--- config.mk ---
export PLATFORM = sky130hd
export DESIGN_NAME = param_frame_parser
export DESIGN_NICKNAME = d
export VERILOG_FILES = /design/src/rtl/param_frame_pkg.sv /design/src/rtl/param_frame_ack_tx.sv /design/src/rtl/param_frame_parser.sv
export SDC_FILE = /design/constraint.sdc
export NUM_CORES = 1
export LEC_CHECK = 0
export CAP_MARGIN = 20
export CORE_UTILIZATION = 24
export DETAILED_ROUTE_END_ITERATION = 8
export PLACE_DENSITY = 0.38
export SLEW_MARGIN = 0
export SYNTH_ARGS = -nofsm -noshare
export SYNTH_HDL_FRONTEND = slang
export SYNTH_SLANG_ARGS = --single-unit
--- constraint.sdc ---
create_clock -name clk -period 3.2 [get_ports clk]
set_input_delay 0.48 -clock clk [delete_from_list [all_inputs] [get_ports clk]]
set_output_delay 0.48 -clock clk [all_outputs]
set_load 0.03 [all_outputs]
--- src/rtl/param_frame_pkg.sv ---
// Shared types and constants for the parameter frame parser and its ack buffer.
// Optional ack path is enabled with PARAM_FRAME_ACK_EN.
package param_frame_pkg;

  typedef enum logic [2:0] {
    ST_IDLE,
    ST_GET_ID,
    ST_GET_VAL,
    ST_GET_SUM,
    ST_LOAD,
    ST_APPLY
  } state_e;

  localparam logic [7:0] HEADER_DEFAULT = 8'hAA;
  localparam logic [7:0] ACK_CODE       = 8'h06;
  localparam logic [7:0] NAK_CODE       = 8'h15;
  localparam logic [7:0] PARAM_ID_IDLE  = 8'h00;

  function automatic logic [7:0] sat_inc8(input logic [7:0] v);
    return (v == 8'hFF) ? v : v + 8'd1;
  endfunction

endpackage

--- src/rtl/param_frame_ack_tx.sv ---
// One-entry ack/nak byte buffer toward the host UART transmitter.
// Only compiled when PARAM_FRAME_ACK_EN is defined.
`ifdef PARAM_FRAME_ACK_EN
module param_frame_ack_tx
  import param_frame_pkg::*;
(
  input  logic       clk,
  input  logic       rst_n,
  input  logic       ok_i,
  input  logic       err_i,
  input  logic       tx_ready_i,
  output logic [7:0] tx_data_o,
  output logic       tx_valid_o
);

  logic       valid_q, valid_d;
  logic [7:0] data_q,  data_d;

  always_comb begin
    valid_d = valid_q;
    data_d  = data_q;
    if (valid_q && tx_ready_i) valid_d = 1'b0;
    // A pending NAK is never replaced by an ACK; an error always lands.
    if (err_i) begin
      valid_d = 1'b1;
      data_d  = NAK_CODE;
    end else if (ok_i && !(valid_d && data_q == NAK_CODE)) begin
      valid_d = 1'b1;
      data_d  = ACK_CODE;
    end
  end

  always_ff @(posedge clk or negedge rst_n) begin
    if (!rst_n) begin
      valid_q <= 1'b0;
      data_q  <= 8'h00;
    end else begin
      valid_q <= valid_d;
      data_q  <= data_d;
    end
  end

  assign tx_data_o  = data_q;
  assign tx_valid_o = valid_q;

endmodule
`endif

--- src/rtl/param_frame_parser.sv ---
// Assembles HEADER/ID/V3..V0/SUM frames from the UART byte stream and presents
// id/value glitch-safely. PARAM_FRAME_ACK_EN adds the tx ack byte port.
module param_frame_parser
  import param_frame_pkg::*;
#(
  parameter logic [7:0]  HEADER         = HEADER_DEFAULT,
  parameter int unsigned TIMEOUT_CYCLES = 1_000_000,
  parameter int unsigned HOLD_CYCLES    = 2
) (
  input  logic        clk,
  input  logic        rst_n,
  input  logic [7:0]  rx_data,
  input  logic        rx_valid,
  output logic [7:0]  parameter_id,
  output logic [31:0] parameter_value,
  output logic        frame_ok,
  output logic        frame_err,
  output logic [7:0]  err_cnt
`ifdef PARAM_FRAME_ACK_EN
  ,
  output logic [7:0]  tx_data,
  output logic        tx_valid,
  input  logic        tx_ready
`endif
);

  localparam int unsigned TO_W = $clog2(TIMEOUT_CYCLES + 1);
  localparam logic [TO_W-1:0] TO_LAST   = TO_W'(TIMEOUT_CYCLES - 1);
  localparam logic [3:0]      HOLD_LAST = 4'(HOLD_CYCLES - 1);

  state_e            state_q, state_d;
  logic [7:0]        id_q, id_d;
  logic [31:0]       shadow_q, shadow_d;
  logic [7:0]        sum_q, sum_d;
  logic [1:0]        bcnt_q, bcnt_d;
  logic [TO_W-1:0]   to_q, to_d;
  logic [3:0]        hold_q, hold_d;
  logic [7:0]        pid_q, pid_d;
  logic [31:0]       pval_q, pval_d;
  logic              ok_q, ok_d;
  logic              err_q, err_d;
  logic [7:0]        ecnt_q, ecnt_d;
  logic              in_frame;

  assign in_frame = (state_q == ST_GET_ID) || (state_q == ST_GET_VAL) || (state_q == ST_GET_SUM);

  always_comb begin
    state_d  = state_q;
    id_d     = id_q;
    shadow_d = shadow_q;
    sum_d    = sum_q;
    bcnt_d   = bcnt_q;
    to_d     = to_q;
    hold_d   = hold_q;
    pid_d    = pid_q;
    pval_d   = pval_q;
    ok_d     = 1'b0;
    err_d    = 1'b0;
    ecnt_d   = ecnt_q;

    // Idle-gap watchdog; a byte on the expiry cycle still counts as received.
    if (in_frame) begin
      if (rx_valid) begin
        to_d = '0;
      end else if (to_q == TO_LAST) begin
        err_d   = 1'b1;
        state_d = ST_IDLE;
      end else begin
        to_d = to_q + TO_W'(1);
      end
    end

    case (state_q)
      ST_IDLE: begin
        if (rx_valid && rx_data == HEADER) begin
          state_d = ST_GET_ID;
          to_d    = '0;
        end
      end
      ST_GET_ID: begin
        if (rx_valid) begin
          id_d    = rx_data;
          sum_d   = rx_data;
          bcnt_d  = 2'd0;
          state_d = ST_GET_VAL;
        end
      end
      ST_GET_VAL: begin
        if (rx_valid) begin
          shadow_d = {shadow_q[23:0], rx_data};
          sum_d    = sum_q + rx_data;
          bcnt_d   = bcnt_q + 2'd1;
          if (bcnt_q == 2'd3) state_d = ST_GET_SUM;
        end
      end
      ST_GET_SUM: begin
        if (rx_valid) begin
          // Value register is written on entry to LOAD so it is stable a cycle before the id.
          if (rx_data == sum_q && id_q != PARAM_ID_IDLE) begin
            pval_d  = shadow_q;
            state_d = ST_LOAD;
          end else begin
            err_d   = 1'b1;
            state_d = ST_IDLE;
          end
        end
      end
      ST_LOAD: begin
        pid_d   = id_q;
        ok_d    = 1'b1;
        hold_d  = HOLD_LAST;
        state_d = ST_APPLY;
      end
      ST_APPLY: begin
        if (hold_q == 4'd0) begin
          pid_d   = PARAM_ID_IDLE;
          state_d = ST_IDLE;
        end else begin
          hold_d = hold_q - 4'd1;
        end
      end
      default: state_d = ST_IDLE;
    endcase

    if ((state_q == ST_LOAD || state_q == ST_APPLY) && rx_valid) err_d = 1'b1;
    if (err_d) ecnt_d = sat_inc8(ecnt_q);
  end

  always_ff @(posedge clk or negedge rst_n) begin
    if (!rst_n) begin
      state_q  <= ST_IDLE;
      id_q     <= PARAM_ID_IDLE;
      shadow_q <= '0;
      sum_q    <= '0;
      bcnt_q   <= '0;
      to_q     <= '0;
      hold_q   <= '0;
      pid_q    <= PARAM_ID_IDLE;
      pval_q   <= '0;
      ok_q     <= 1'b0;
      err_q    <= 1'b0;
      ecnt_q   <= '0;
    end else begin
      state_q  <= state_d;
      id_q     <= id_d;
      shadow_q <= shadow_d;
      sum_q    <= sum_d;
      bcnt_q   <= bcnt_d;
      to_q     <= to_d;
      hold_q   <= hold_d;
      pid_q    <= pid_d;
      pval_q   <= pval_d;
      ok_q     <= ok_d;
      err_q    <= err_d;
      ecnt_q   <= ecnt_d;
    end
  end

  assign parameter_id    = pid_q;
  assign parameter_value = pval_q;
  assign frame_ok        = ok_q;
  assign frame_err       = err_q;
  assign err_cnt         = ecnt_q;

`ifdef PARAM_FRAME_ACK_EN
  param_frame_ack_tx u_ack (
    .clk        (clk),
    .rst_n      (rst_n),
    .ok_i       (ok_d),
    .err_i      (err_d),
    .tx_ready_i (tx_ready),
    .tx_data_o  (tx_data),
    .tx_valid_o (tx_valid)
  );
`endif

endmodule

==> metrics.txt, run 1 <==
largest family of logic cells by synthesized area multiplexers; status finished, final reports clean; RSZ-0062 raised after global routing no; Crit path largest cell delay 0.52 ns; EDFF count, synth 0; dpl hpwl 9350 um; Cell Chain, Critical Path clkdlybuf4s50_1, ha_1, nor4_1, nand3_1, a21oi_1, o211ai_2, nand2_1, mux2_2; syn_nets 508; Clock power frac 0.399; vias in the first global route 4,247; Peak VDD IR 259 uV; CP delay by family, top simple AND/OR/NAND/NOR gates; Critical Path Start rx_data[1]; Tcrit/Tclk final 0.796; GRT Resource Usage Total 0.121; capture point of the worst path err_cnt[1]$_DFFE_PN0P_; CP Class primary input to flip-flop; final core utilization 0.317; mux cell area share after synthesis 0.153; Adder-Cell Fraction of Synth Area 0.0294; Seq/Total Area, Yosys 0.550; Slew headroom 0.622; RePlAce Congestion 0.784; Synth top area share 0.550; Pint 3570 uW; worst path buffer plus inverter count 1; vias per cell 4.44; part of the power in combinational logic 0.171; die height 157 um; cells resized by post-CTS repair 0; Vias 3,962; top cells by count, synth dfrtp_1 (127), mux2_2 (73), nor2_1 (30), nand2_1 (29), a21oi_1 (23); most frequent cell after synthesis dfrtp_1; Fin. Hold Viols 0; Cell Pwr Density 679 nW/um^2; Critical Path End Type flip-flop; Startpoint Class primary input; register bit total from synthesis 127; register area 3180 um^2; Compound-Gate Fraction of Synth Area 0.0756; largest net degree at the start of global routing 60; Pins Over Slew Limit 0; Final ANT Viol Nets 0; routed wire length 13,500 um; reg2reg path depth 7; drt pass-1 iters 5; Clock Skews 0.0115 ns; post-route insts no fill 893; Final setup viols 0; Simple-Gate Fraction of Synth Area 0.139; Main synth FF type dfrtp_1; Sw Ratio 0.296; Net Switching 1500 uW; synthesized area 5780 um^2; Pwr Total 5070 uW; Worst EP arrival 2.85 ns; n_diodes 0; slowest CP cell clkdlybuf4s50_1; worst hold start bcnt_q[0]$_DFFE_PN0P_; critical path peak fanout 9; port buffer count 60; initial core utilization 0.245; Area Overhead vs Synth 29.3%; TNS Setup 0 ns; syn_area_per_cell 11.9 um^2; Worst-path clk slew 0.06 ns; met3 WL 522 um; met2 routed wirelength 6610 um; root cell of the clock tree clkbuf_16; 1st-iter DRT viols 176; layout net count 585; footprint of the multi-input gates 2470 um^2; initial antenna violation count 0; fillcell total 2,431; WL met1 6280 um; share of post-route cells with drive strength above 1 0.237; RR Endpoint err_cnt[1]$_DFFE_PN0P_; critical path depth 8; CTS tree yes; # IOs 61; WP data required 3.50 ns; XOR/XNOR Fraction of Synth Area 0.0303; Syn Inst Count 484; async set-reset flop share out of synthesis 1.00; Yosys warning count 0; uppermost layer routed met4; clock sinks 127; Placeable Area 23,500 um^2; Inst Count DP 860; H-tree depth 4; Die ar. 24,700 um^2; Peak Freq 0.393 GHz; clock latency on the worst-skew pair 0.42 ns; cts bufs inserted 17; worst slew pin tran 0.566 ns; total grt overflow 0; worst hold-check path type flip-flop to flip-flop; synth top area cells dfrtp_1 (55%), mux2_2 (14%), ha_1 (2.6%), a21oi_1 (2.0%), nor2_1 (1.9%); leading area contributor after synthesis dfrtp_1; hold depth 1; average wire per standard cell 15.2 um; row cnt 56; R2R setup slack 0.82 ns; Yosys cell types 53; Flop pwr share 0.430; Worst R2R Start sum_q[5]$_DFFE_PN0P_; maximum clock insertion buffer count 2; post-layout min period 2.55 ns; DIE WIDTH 157 um; Remaining DRCs 0; max_cap viols 0; P_leak 0.00340 uW; first-pass GRT wire length 22,800 um
-- cells by family after synthesis --
| family | count (synthesis) |
|---|---|
| AO/OA/AOI/OAI | 69 |
| XOR/XNOR | 20 |
| adder cells (fa/ha/maj) | 13 |
| buffers and inverters | 31 |
| flip-flops | 127 |
| multiplexers | 78 |
| AND/OR/NAND/NOR | 146 |
-- metal layers --
layer / global-route usage / up-vias
met1: 0.152 / 2015
met3: 0.0366 / 11
li1: - / 1890
met4: 0.0347 / 0
met2: 0.199 / 46
met5: 0 / -
-- how the worst min path moves through the flow --
| stage | endpoint | slack [ns] |
|---|---|---|
| after global routing | parameter_value[31]$_DFFE_PN0P_ | 0.52 |
| final | bcnt_q[0]$_DFFE_PN0P_ | 0.49 |
| after CTS | sum_q[4]$_DFFE_PN0P_ | 0.49 |
| after global placement | to_q[7]$_DFF_PN0_ | 0.40 |
| after detailed placement | to_q[7]$_DFF_PN0_ | 0.40 |
| after floorplan | bcnt_q[0]$_DFFE_PN0P_ | 0.18 |
-- power groups by stage --
| stage | clock network [uW] | logic [uW] | registers (uW) |
|---|---|---|---|
| after floorplan | 0 | 656 | 2120 |
| after global placement | 0 | 856 | 2210 |
| after detailed placement | 0 | 875 | 2210 |
| after CTS | 2080 | 881 | 2190 |
| after global routing | 2160 | 995 | 2240 |
| final | 2020 | 865 | 2180 |
-- placed cells by master (no fill, tap or decap), drive strengths merged, types with 2 or more instances in the layout --
cell and count:
nor4 6, or2 2, nand2b 5, nor4b 3
o21a 2, xor2 11, o21ai 20, buf 18
dfrtp 127, a31oi 2, and3 11, xnor2 9
nor3b 5, nand4 11, a221oi 2, mux2 75
a22oi 2, clkinv 5, bufinv 3, clkdlybuf4s50 59
ha 12, and4 2, nor2b 7, a21oi 23
mux2i 3, o211ai 2, clkbuf 18, nor4bb 2
nor3 8, nand2 29, a22o 8, nor2 31
nand3 14, or3 5, inv 16
-- area by class of cell --
class,instances,share of cell area
Sequential cell,127,0.425
Multi-Input combinational cell,326,0.330
Timing Repair Buffer,78,0.104
Clock buffer,18,0.0574
Tap cell,319,0.0534
Clock inverter,14,0.0241
Inverter,11,0.00553
-- timing repair --
| item | in CTS | in global routing |
|---|---|---|
| buffers inserted | 0 | 0 |
| hold buffers | 1 | 0 |
| endpoints found under the hold margin | 32 | 0 |
| setup endpoints to repair | 0 | 0 |
-- flip-flops by register name, indices dropped and copies added (netlist names) --
signal / cells
frame_ok: 1
err_cnt: 8
hold_q: 4
frame_err: 1
sum_q: 8
parameter_value: 32
to_q: 20
shadow_q: 32
parameter_id: 8
id_q: 8
bcnt_q: 2
state_q: 3
-- stage by stage --
step                setup WS (ns)  hold WS, ns  instance area, um^2
detailed placement          0.205        0.399                 6850
CTS                         0.629        0.494                 7470
global route                0.486        0.521                 7470
floorplan                    1.01        0.184                 5780
global placement            0.195        0.402                 6850
finish                      0.654        0.487                 7470
(Power assumes the default switching activity.)
==> inputs of run 2 (changes only) <==
==> constraint.sdc (replaced) <==
create_clock -name clk -period 2.6 [get_ports clk]
set_input_delay 0.39 -clock clk [delete_from_list [all_inputs] [get_ports clk]]
set_output_delay 0.39 -clock clk [all_outputs]
set_load 0.03 [all_outputs]
==> metrics.txt, run 2 (synthesis results as in run 1) <==
# IOs 61 (unchanged); Startpoint Class primary input (unchanged); Slew headroom 0.602 (was 0.622); Tcrit/Tclk final 0.863; register area 3180 um^2 (unchanged); Cell Area, Placed 7000 um^2 (was 6850 um^2); status finished, final reports clean (unchanged); met2 routed wirelength 6790 um (was 6610 um); routed wire length 13,500 um (about the same); slowest CP cell clkdlybuf4s50_1 (unchanged); Vias 4,024 (was 3,962); Cell Chain, Critical Path clkdlybuf4s50_1, ha_1, a21oi_1, o21ai_0, a2111oi_0, nor3_1, a221oi_1, o31ai_1 (was clkdlybuf4s50_1, ha_1, nor4_1, nand3_1, a21oi_1, o211ai_2, nand2_1, mux2_2); GRT Resource Usage Total 0.123 (was 0.121); Area Overhead vs Synth 32.0% (was 29.3%); Final setup viols 0 (unchanged); RSZ-0062 raised after global routing no (unchanged); Crit path largest cell delay 0.47 ns (was 0.52 ns); dpl hpwl 9510 um (was 9350 um); post-layout min period 2.24 ns; root cell of the clock tree clkbuf_16 (unchanged); final core utilization 0.324 (was 0.317); H-tree depth 4 (unchanged); row cnt 56 (unchanged); die height 157 um (unchanged); Worst-path clk slew 0.06 ns (about the same); port buffer count 60 (unchanged); Inst Count DP 878 (was 860); initial core utilization 0.245 (unchanged); layout net count 603 (was 585); cts bufs inserted 17 (unchanged); largest net degree at the start of global routing 53 (was 60); CP Class primary input to flip-flop (unchanged); Clock Skews 0.00946 ns (was 0.0115 ns); fillcell total 2,403 (was 2,431); worst slew pin tran 0.595 ns (was 0.566 ns); WP data required 2.90 ns (was 3.50 ns); DP Worst Slack -0.0788 ns (was 0.205 ns); Post-CTS Repair Setup Buffers 0 (unchanged); Remaining DRCs 0 (unchanged); Placeable Area 23,500 um^2 (unchanged); worst path buffer plus inverter count 1 (unchanged); met3 WL 615 um (was 522 um); post-route insts no fill 911 (was 893); P_leak 0.00350 uW (was 0.00340 uW); commonest non-fill, non-tap cell in the layout dfrtp_1 (unchanged); Peak VDD IR 377 uV (was 259 uV); CTS tree yes (unchanged); 1st-iter DRT viols 157 (was 176); RePlAce Congestion 0.774 (was 0.784); CP delay by family, top compound AO/OA/AOI/OAI gates (was simple AND/OR/NAND/NOR gates); Die ar. 24,700 um^2 (unchanged); max_cap viols 0 (unchanged); vias in the first global route 4,374 (was 4,247); clock sinks 127 (unchanged); share of post-route cells with drive strength above 1 0.262 (was 0.237); footprint of the multi-input gates 2470 um^2 (unchanged); drt pass-1 iters 4 (was 5); Final ANT Viol Nets 0 (unchanged); Design Area, Final 7630 um^2 (was 7470 um^2); Cell Pwr Density 831 nW/um^2 (was 679 nW/um^2); Fin. Hold Viols 0 (unchanged); Pins Over Slew Limit 0 (unchanged); Worst EP arrival 2.54 ns (was 2.85 ns); Critical Path End Type flip-flop (unchanged); WL met1 6040 um (was 6280 um); total grt overflow 0 (unchanged); clock latency on the worst-skew pair 0.43 ns (was 0.42 ns); DIE WIDTH 157 um (unchanged); Peak Freq 0.446 GHz; setup ws final 0.357 ns (was 0.654 ns); commonest non-fill, non-tap cells in the layout dfrtp_1 (127), mux2_2 (73), clkdlybuf4s50_1 (59), buf_4 (31), nor2_1 (30) (was dfrtp_1 (127), mux2_2 (73), clkdlybuf4s50_1 (59), nor2_1 (30), nand2_1 (29)); uppermost layer routed met4 (unchanged); n_diodes 0 (unchanged); worst hold-check path type flip-flop to flip-flop (unchanged); maximum clock insertion buffer count 2 (unchanged); first-pass GRT wire length 23,200 um (was 22,800 um); critical path peak fanout 4 (was 9); vias per cell 4.42 (was 4.44); initial antenna violation count 0 (unchanged); average wire per standard cell 14.9 um (was 15.2 um)
[run 2: cell types whose count changed in the layout (fill, tap and decap cells not counted)]
cell	before	now
buf_4	14	31
inv_8	1	7
clkinv_2	2	0
buf_12	3	4
bufinv_16	3	2
clkbuf_1	1	0
clkinv_4	3	2
clkinvlp_4	1	0
[run 2: path summary, 6_finish.rpt]
| path | endpoint | slack [ns] | from | cells after the start |
|---|---|---|---|---|
| max | sum_q[7]$_DFFE_PN0P_ | 0.36 | rx_data[1] | 8 |
| min | bcnt_q[0]$_DFFE_PN0P_ | 0.47 | bcnt_q[0]$_DFFE_PN0P_ | 1 |
| max reg2reg | sum_q[7]$_DFFE_PN0P_ | 0.42 | sum_q[3]$_DFFE_PN0P_ | 7 |
| min reg2reg | bcnt_q[0]$_DFFE_PN0P_ | 0.47 | bcnt_q[0]$_DFFE_PN0P_ | 1 |
| max in group asynchronous | parameter_value[26]$_DFFE_PN0P_ | 1.32 | rst_n | 3 |
| min in group asynchronous | to_q[0]$_DFF_PN0_ | 0.48 | rst_n | 2 |
[run 2: metrics by stage]
| stage | setup TNS, ns | power, uW | hold WS [ns] |
|---|---|---|---|
| after CTS | 0 | 6450 | 0.479 |
| after global placement | -2.90 | 3850 | 0.356 |
| after global routing | 0 | 6750 | 0.506 |
| after floorplan | 0 | 3410 | 0.0944 |
| after detailed placement | -2.48 | 3870 | 0.359 |
| final | 0 | 6340 | 0.474 |
[run 2: routing by layer]
| layer | vias up | GRT usage |
|---|---|---|
| met4 | 0 | 0.0324 |
| met5 | - | 0 |
| met3 | 6 | 0.0419 |
| met1 | 2022 | 0.149 |
| met2 | 67 | 0.206 |
| li1 | 1929 | - |
[run 2: area by class of cell]
type / instances / share of cell area
Timing Repair Buffer: 96 / 0.121
Clock buffer: 17 / 0.0558
Clock inverter: 15 / 0.0251
Tap cell: 319 / 0.0523
Inverter: 11 / 0.00541
Sequential cell: 127 / 0.417
Multi-Input combinational cell: 326 / 0.323
[run 2: power breakdown]
| group | leakage [uW] | switching, uW | internal (uW) |
|---|---|---|---|
| Combinational | 0.00148 | 566 | 596 |
| Clock | 0.000306 | 1040 | 1470 |
| Sequential | 0.00171 | 326 | 2340 |
| Total | 0.00350 | 1930 | 4410 |
[run 2: repair_timing]
item                                   4_1_cts  5_1_grt
hold buffers                                 1        0
endpoints found under the hold margin       42        0
gates resized for setup                      0        0
==> inputs of run 3 (changes only) <==
--- a/config.mk
+++ b/config.mk
@@ -12,4 +12,5 @@
 export SLEW_MARGIN = 0
 export SYNTH_ARGS = -nofsm -noshare
 export SYNTH_HDL_FRONTEND = slang
+export SYNTH_HIERARCHICAL = 1
 export SYNTH_SLANG_ARGS = --single-unit
==> results of run 3 <==
The final DEF is identical to that of run 2; final timing and power are the same.
Among the figures that moved: Yosys warning count 0 -> 6
==> RTL edit 1: new RTL, config.mk and constraints of run 3 <==
Set the parameter `TIMEOUT_CYCLES` to 4_000_000 (it was 1_000_000).
--- a/src/rtl/param_frame_parser.sv
+++ b/src/rtl/param_frame_parser.sv
@@ -4,7 +4,7 @@
   import param_frame_pkg::*;
 #(
   parameter logic [7:0]  HEADER         = HEADER_DEFAULT,
-  parameter int unsigned TIMEOUT_CYCLES = 1_000_000,
+  parameter int unsigned TIMEOUT_CYCLES = 4_000_000,
   parameter int unsigned HOLD_CYCLES    = 2
 ) (
   input  logic        clk,
Check against the original RTL: same outputs for any inputs over 4 cycles, from zero or initial values and one cycle with rst_n low; that may be too few to reach the edited logic, so the function may still have changed.
==> RTL edit 1 against run 3 <==
  * Worst setup slack got worse by 0.29 ns
  * Synthesized area increased by 3.1%
  * Hold slack improved by 0.00058 ns
  * Design area increased by 2.0%
  * Clock skew increased by 0.0018 ns
  * Register-to-register slack got worse by 0.32 ns
  * Sequential cell count increased by 2
  * Total power increased by 8.1%
  * First-iteration DRC count increased by 53%
  * Maximum frequency decreased by 12%
  * Wire length increased by 7.0%
  * Critical path type unchanged
==> RTL edit 1: results (changes against run 3) <==
| Metric | Value |
|---|---|
| Relative slew slack | `57.1% (-3.1 points)` |
| Fill cells | `2,458 (+2.3%)` |
| Sequential logic power | `0.00278 W (+4%)` |
| Post-Synth Adder-Cell Area | `2.65% (-0.30 points)` |
| Area of the multi-input gates | `2580 um2 (+4.4%)` |
| Routed met3 length | `528 um (-14%)` |
| Length of routed met2 wiring | `6.55 mm (-3.6%)` |
| Worst path slowest cell | `or4b_4` |
| Clk tree area frac | `7.63% (-0.46 points)` |
| Net Sw Power | `0.00235 W (+22%)` |
| Met1 WL | `7.22 mm (+20%)` |
| Top delay family on crit path | `simple AND/OR/NAND/NOR gates` |
| Worst hold endpoint | `shadow_q[28]$_DFFE_PN0P_` |
| Clk pwr share | `35.1% (-4.5 points)` |
| Fraction of area in registers | `41.5% (-0.15 points)` |
| RR Startpoint | `sum_q[4]$_DFFE_PN0P_` |
| Reg2Reg Depth | `6 (-1)` |
| Post-CTS sizing | `1 (+1)` |
| Largest net degree at the start of global routing | `46 (-13%)` |
| Crit-path max cell delay | `0.57 ns (+0.10 ns)` |
| Final GP Congestion | `0.793 (+2.4%)` |
| Seq/Total Area, Yosys | `54.2% (-0.83 points)` |
| Multi-In Gates | `392 (+20%)` |
| Met2 GRT Util | `18.7% (-1.9 points)` |
| CP max FO | `16 (+12)` |
| Worst hold margin | `0.475 ns (+0.000585 ns)` |
| Share of cells above drive strength 1 | `18.3% (-7.9 points)` |
| Met3 Usage GRT | `3.39% (-0.80 points)` |
| Vias in the first global route | `4,405 (+0.71%)` |
| Inverters | `10 (-1)` |
| Compound-Gate Fraction of Synth Area | `6.42% (-1.1 points)` |
| Portion of netlist area occupied by mux cells | `10.8% (-4.5 points)` |
| VDD IR max | `453 uV (+20%)` |
| Worst Hold Depth | `2 (+1)` |
| Initial DRC count | `240 (+53%)` |
| RR Endpoint | `parameter_value[6]$_DFFE_PN0P_` |
| Final non-clock buffer share | `12.0% (-0.087 points)` |
| Routed via count | `4,253 (+5.7%)` |
| Status | `finished clean` |
| Largest family of logic cells by synthesized area | `simple AND/OR/NAND/NOR gates` |
| Reg2Reg Setup Slack | `0.10 ns (-0.32 ns)` |
| Met1 GRT Util | `16.3% (+1.4 points)` |
[RTL edit 1: worst max path at each step]
stage | start | to | slack (ns)
2_1_floorplan | rx_data[5] | parameter_value[0]$_DFFE_PN0P_ | 0.30
3_3_place_gp | rx_data[5] | parameter_value[28]$_DFFE_PN0P_ | -0.36
3_5_place_dp | rx_data[5] | parameter_value[28]$_DFFE_PN0P_ | -0.44
4_1_cts | rx_data[5] | parameter_value[9]$_DFFE_PN0P_ | 0.02
5_1_grt | rx_data[2] | parameter_value[9]$_DFFE_PN0P_ | 0.02
6_report | rx_data[0] | parameter_value[6]$_DFFE_PN0P_ | 0.06
[RTL edit 1: through the flow]
step	instances	setup TNS, ns	setup slack (ns)	total power [W]	area, um2
after CTS	985	0	0.0241	0.00697	7780
final	985	0	0.0635	0.00685	7780
after global placement	951	-11.92	-0.359	0.00447	7140
after detailed placement	951	-15.06	-0.439	0.00450	7140
after floorplan	555	0	0.303	0.00386	5960
after global routing	985	0	0.0184	0.00733	7780
==> RTL edit 2: new RTL, flow settings as in run 3 <==
Made on the original files. Add an input register stage for `rx_data` and `rx_valid`, with the module's reset; this delays them by one clock.
--- a/src/rtl/param_frame_parser.sv
+++ b/src/rtl/param_frame_parser.sv
@@ -27,6 +27,19 @@
   localparam int unsigned TO_W = $clog2(TIMEOUT_CYCLES + 1);
   localparam logic [TO_W-1:0] TO_LAST   = TO_W'(TIMEOUT_CYCLES - 1);
   localparam logic [3:0]      HOLD_LAST = 4'(HOLD_CYCLES - 1);
+
+  logic [7:0] rx_data_q;
+  logic rx_valid_q;
+
+  always_ff @(posedge clk or negedge rst_n) begin
+    if (!rst_n) begin
+      rx_data_q  <= '0;
+      rx_valid_q <= '0;
+    end else begin
+      rx_data_q  <= rx_data;
+      rx_valid_q <= rx_valid;
+    end
+  end
 
   state_e            state_q, state_d;
   logic [7:0]        id_q, id_d;
@@ -60,7 +73,7 @@
 
     // Idle-gap watchdog; a byte on the expiry cycle still counts as received.
     if (in_frame) begin
-      if (rx_valid) begin
+      if (rx_valid_q) begin
         to_d = '0;
       end else if (to_q == TO_LAST) begin
         err_d   = 1'b1;
@@ -72,31 +85,31 @@
 
     case (state_q)
       ST_IDLE: begin
-        if (rx_valid && rx_data == HEADER) begin
+        if (rx_valid_q && rx_data_q == HEADER) begin
           state_d = ST_GET_ID;
           to_d    = '0;
         end
       end
       ST_GET_ID: begin
-        if (rx_valid) begin
-          id_d    = rx_data;
-          sum_d   = rx_data;
+        if (rx_valid_q) begin
+          id_d    = rx_data_q;
+          sum_d   = rx_data_q;
           bcnt_d  = 2'd0;
           state_d = ST_GET_VAL;
         end
       end
       ST_GET_VAL: begin
-        if (rx_valid) begin
-          shadow_d = {shadow_q[23:0], rx_data};
-          sum_d    = sum_q + rx_data;
+        if (rx_valid_q) begin
+          shadow_d = {shadow_q[23:0], rx_data_q};
+          sum_d    = sum_q + rx_data_q;
           bcnt_d   = bcnt_q + 2'd1;
           if (bcnt_q == 2'd3) state_d = ST_GET_SUM;
         end
       end
       ST_GET_SUM: begin
-        if (rx_valid) begin
+        if (rx_valid_q) begin
           // Value register is written on entry to LOAD so it is stable a cycle before the id.
-          if (rx_data == sum_q && id_q != PARAM_ID_IDLE) begin
+          if (rx_data_q == sum_q && id_q != PARAM_ID_IDLE) begin
             pval_d  = shadow_q;
             state_d = ST_LOAD;
           end else begin
@@ -122,7 +135,7 @@
       default: state_d = ST_IDLE;
     endcase
 
-    if ((state_q == ST_LOAD || state_q == ST_APPLY) && rx_valid) err_d = 1'b1;
+    if ((state_q == ST_LOAD || state_q == ST_APPLY) && rx_valid_q) err_d = 1'b1;
     if (err_d) ecnt_d = sat_inc8(ecnt_q);
   end
 
Formal check against the unedited RTL: not equivalent (a bounded check fails within 10 cycles, from zero or initial values and one cycle with rst_n low).
==> RTL edit 2 against run 3 <==
  * Design area increased by 2.2%
  * Synthesized area increased by 2.8%
  * Total power rose by 13%
  * Count of clock-buffer cells in the layout grew 2
  * Sequential cell count is 9 higher
  * Register-to-register slack got worse by 0.29 ns
  * Via count shrank 0.30%
  * Non-clock buffer count down 5
  * Wire length shrank 0.17%
  * Clock skew decreased by 0.0011 ns
  * Hold slack lost 0.057 ns
  * Worst setup slack worse by 0.23 ns
  * Die area is 2.7% higher
  * Largest power group unchanged
==> RTL edit 2: results (changes against run 3) <==
| Metric | Value |
|---|---|
| Worst hold margin | `0.417 ns (-0.0575 ns)` |
| Pwr Density | `915 nW/um2 (+10%)` |
| Largest cells by area after synthesis | `dfrtp_1, mux2_2, ha_1` |
| Synthesized area per cell | `12.2 um2 (+2.1%)` |
| Status | `finished clean` |
| Post-place setup slack | `-0.00182 ns (+0.0769 ns)` |
| Fill cells | `2,422 (+0.79%)` |
| First-pass GRT wire length | `22.8 mm (-1.6%)` |
| Worst hold endpoint | `rx_data_q[3]$_DFF_PN0_` |
| Reg2Reg Setup Slack | `0.13 ns (-0.29 ns)` |
| Crit-path max cell delay | `0.55 ns (+0.08 ns)` |
| Share of cells above drive strength 1 | `24.7% (-1.4 points)` |
| Worst-skew pair later-pin latency | `0.41 ns (-0.02 ns)` |
| Drt total wl | `13.5 mm (-0.17%)` |
| Nonclk buf count | `91 (-5.2%)` |
| Total Routing Usage GR | `11.3% (-0.92 points)` |
| Area of the multi-input gates | `2440 um2 (-1.1%)` |
| Routed via count | `4,012 (-0.30%)` |
| Register area | `3400 um2 (+7.1%)` |
| Final GP Congestion | `0.772 (-0.32%)` |
| Clk tree area frac | `8.04% (-0.047 points)` |
| Final non-clock buffer share | `11.4% (-0.74 points)` |
| Top delay family on crit path | `simple AND/OR/NAND/NOR gates` |
| RR Endpoint | `err_cnt[7]$_DFFE_PN0P_` |
| Synthesized Nets | `511 (+0.59%)` |
| Final #Nets | `601 (-0.33%)` |
| Vias in the first global route | `4,209 (-3.8%)` |
| Initial DRC count | `124 (-21%)` |
[RTL edit 2: changes by cell type in the layout (fill, tap and decap cells not counted), moves of 5 or more]
| cell | before | now |
|---|---|---|
| buf_4 | 31 | 26 |
| a21oi_1 | 23 | 18 |
| nor2_1 | 30 | 37 |
| nand4_1 | 8 | 3 |
| o21ai_0 | 20 | 14 |
| dfrtp_1 | 127 | 136 |
| inv_8 | 7 | 1 |
[RTL edit 2: worst max path at each step]
stage,start,endpoint,slack [ns],cells after the start
final,to_q[7]$_DFF_PN0_,err_cnt[7]$_DFFE_PN0P_,0.13,7
after global routing,to_q[7]$_DFF_PN0_,err_cnt[7]$_DFFE_PN0P_,-0.02,7
after CTS,rx_data_q[5]$_DFF_PN0_,err_cnt[1]$_DFFE_PN0P_,0.02,9
after detailed placement,to_q[7]$_DFF_PN0_,err_cnt[7]$_DFFE_PN0P_,-0.002,7
after global placement,to_q[7]$_DFF_PN0_,err_cnt[7]$_DFFE_PN0P_,0.02,7
after floorplan,to_q[7]$_DFF_PN0_,err_cnt[7]$_DFFE_PN0P_,0.003,8
[RTL edit 2: report_power, final]
group          total, W  switching, W  internal, W
registers       0.00291      0.000342      0.00257
logic           0.00166      0.000835     0.000827
clock network   0.00256      0.000938      0.00162
total           0.00713       0.00211      0.00502
[RTL edit 2: routing by layer]
layer | wire [um] | GRT usage, % | vias to the layer above
li1 | - | - | 1917
met4 | 112 | 3.54 | 0
met2 | 6440 | 17.9 | 52
met3 | 349 | 2.68 | 6
met5 | 0 | 0 | -
met1 | 6610 | 15.3 | 2037
[RTL edit 2: cell families after synthesis]
family,share of synthesized area (%)
AND/OR/NAND/NOR,12.3
flip-flops,57.3
multiplexers,15.3
AO/OA/AOI/OAI,7.02
buffers and inverters,1.96
XOR/XNOR,3.24
adder cells (fa/ha/maj),2.87
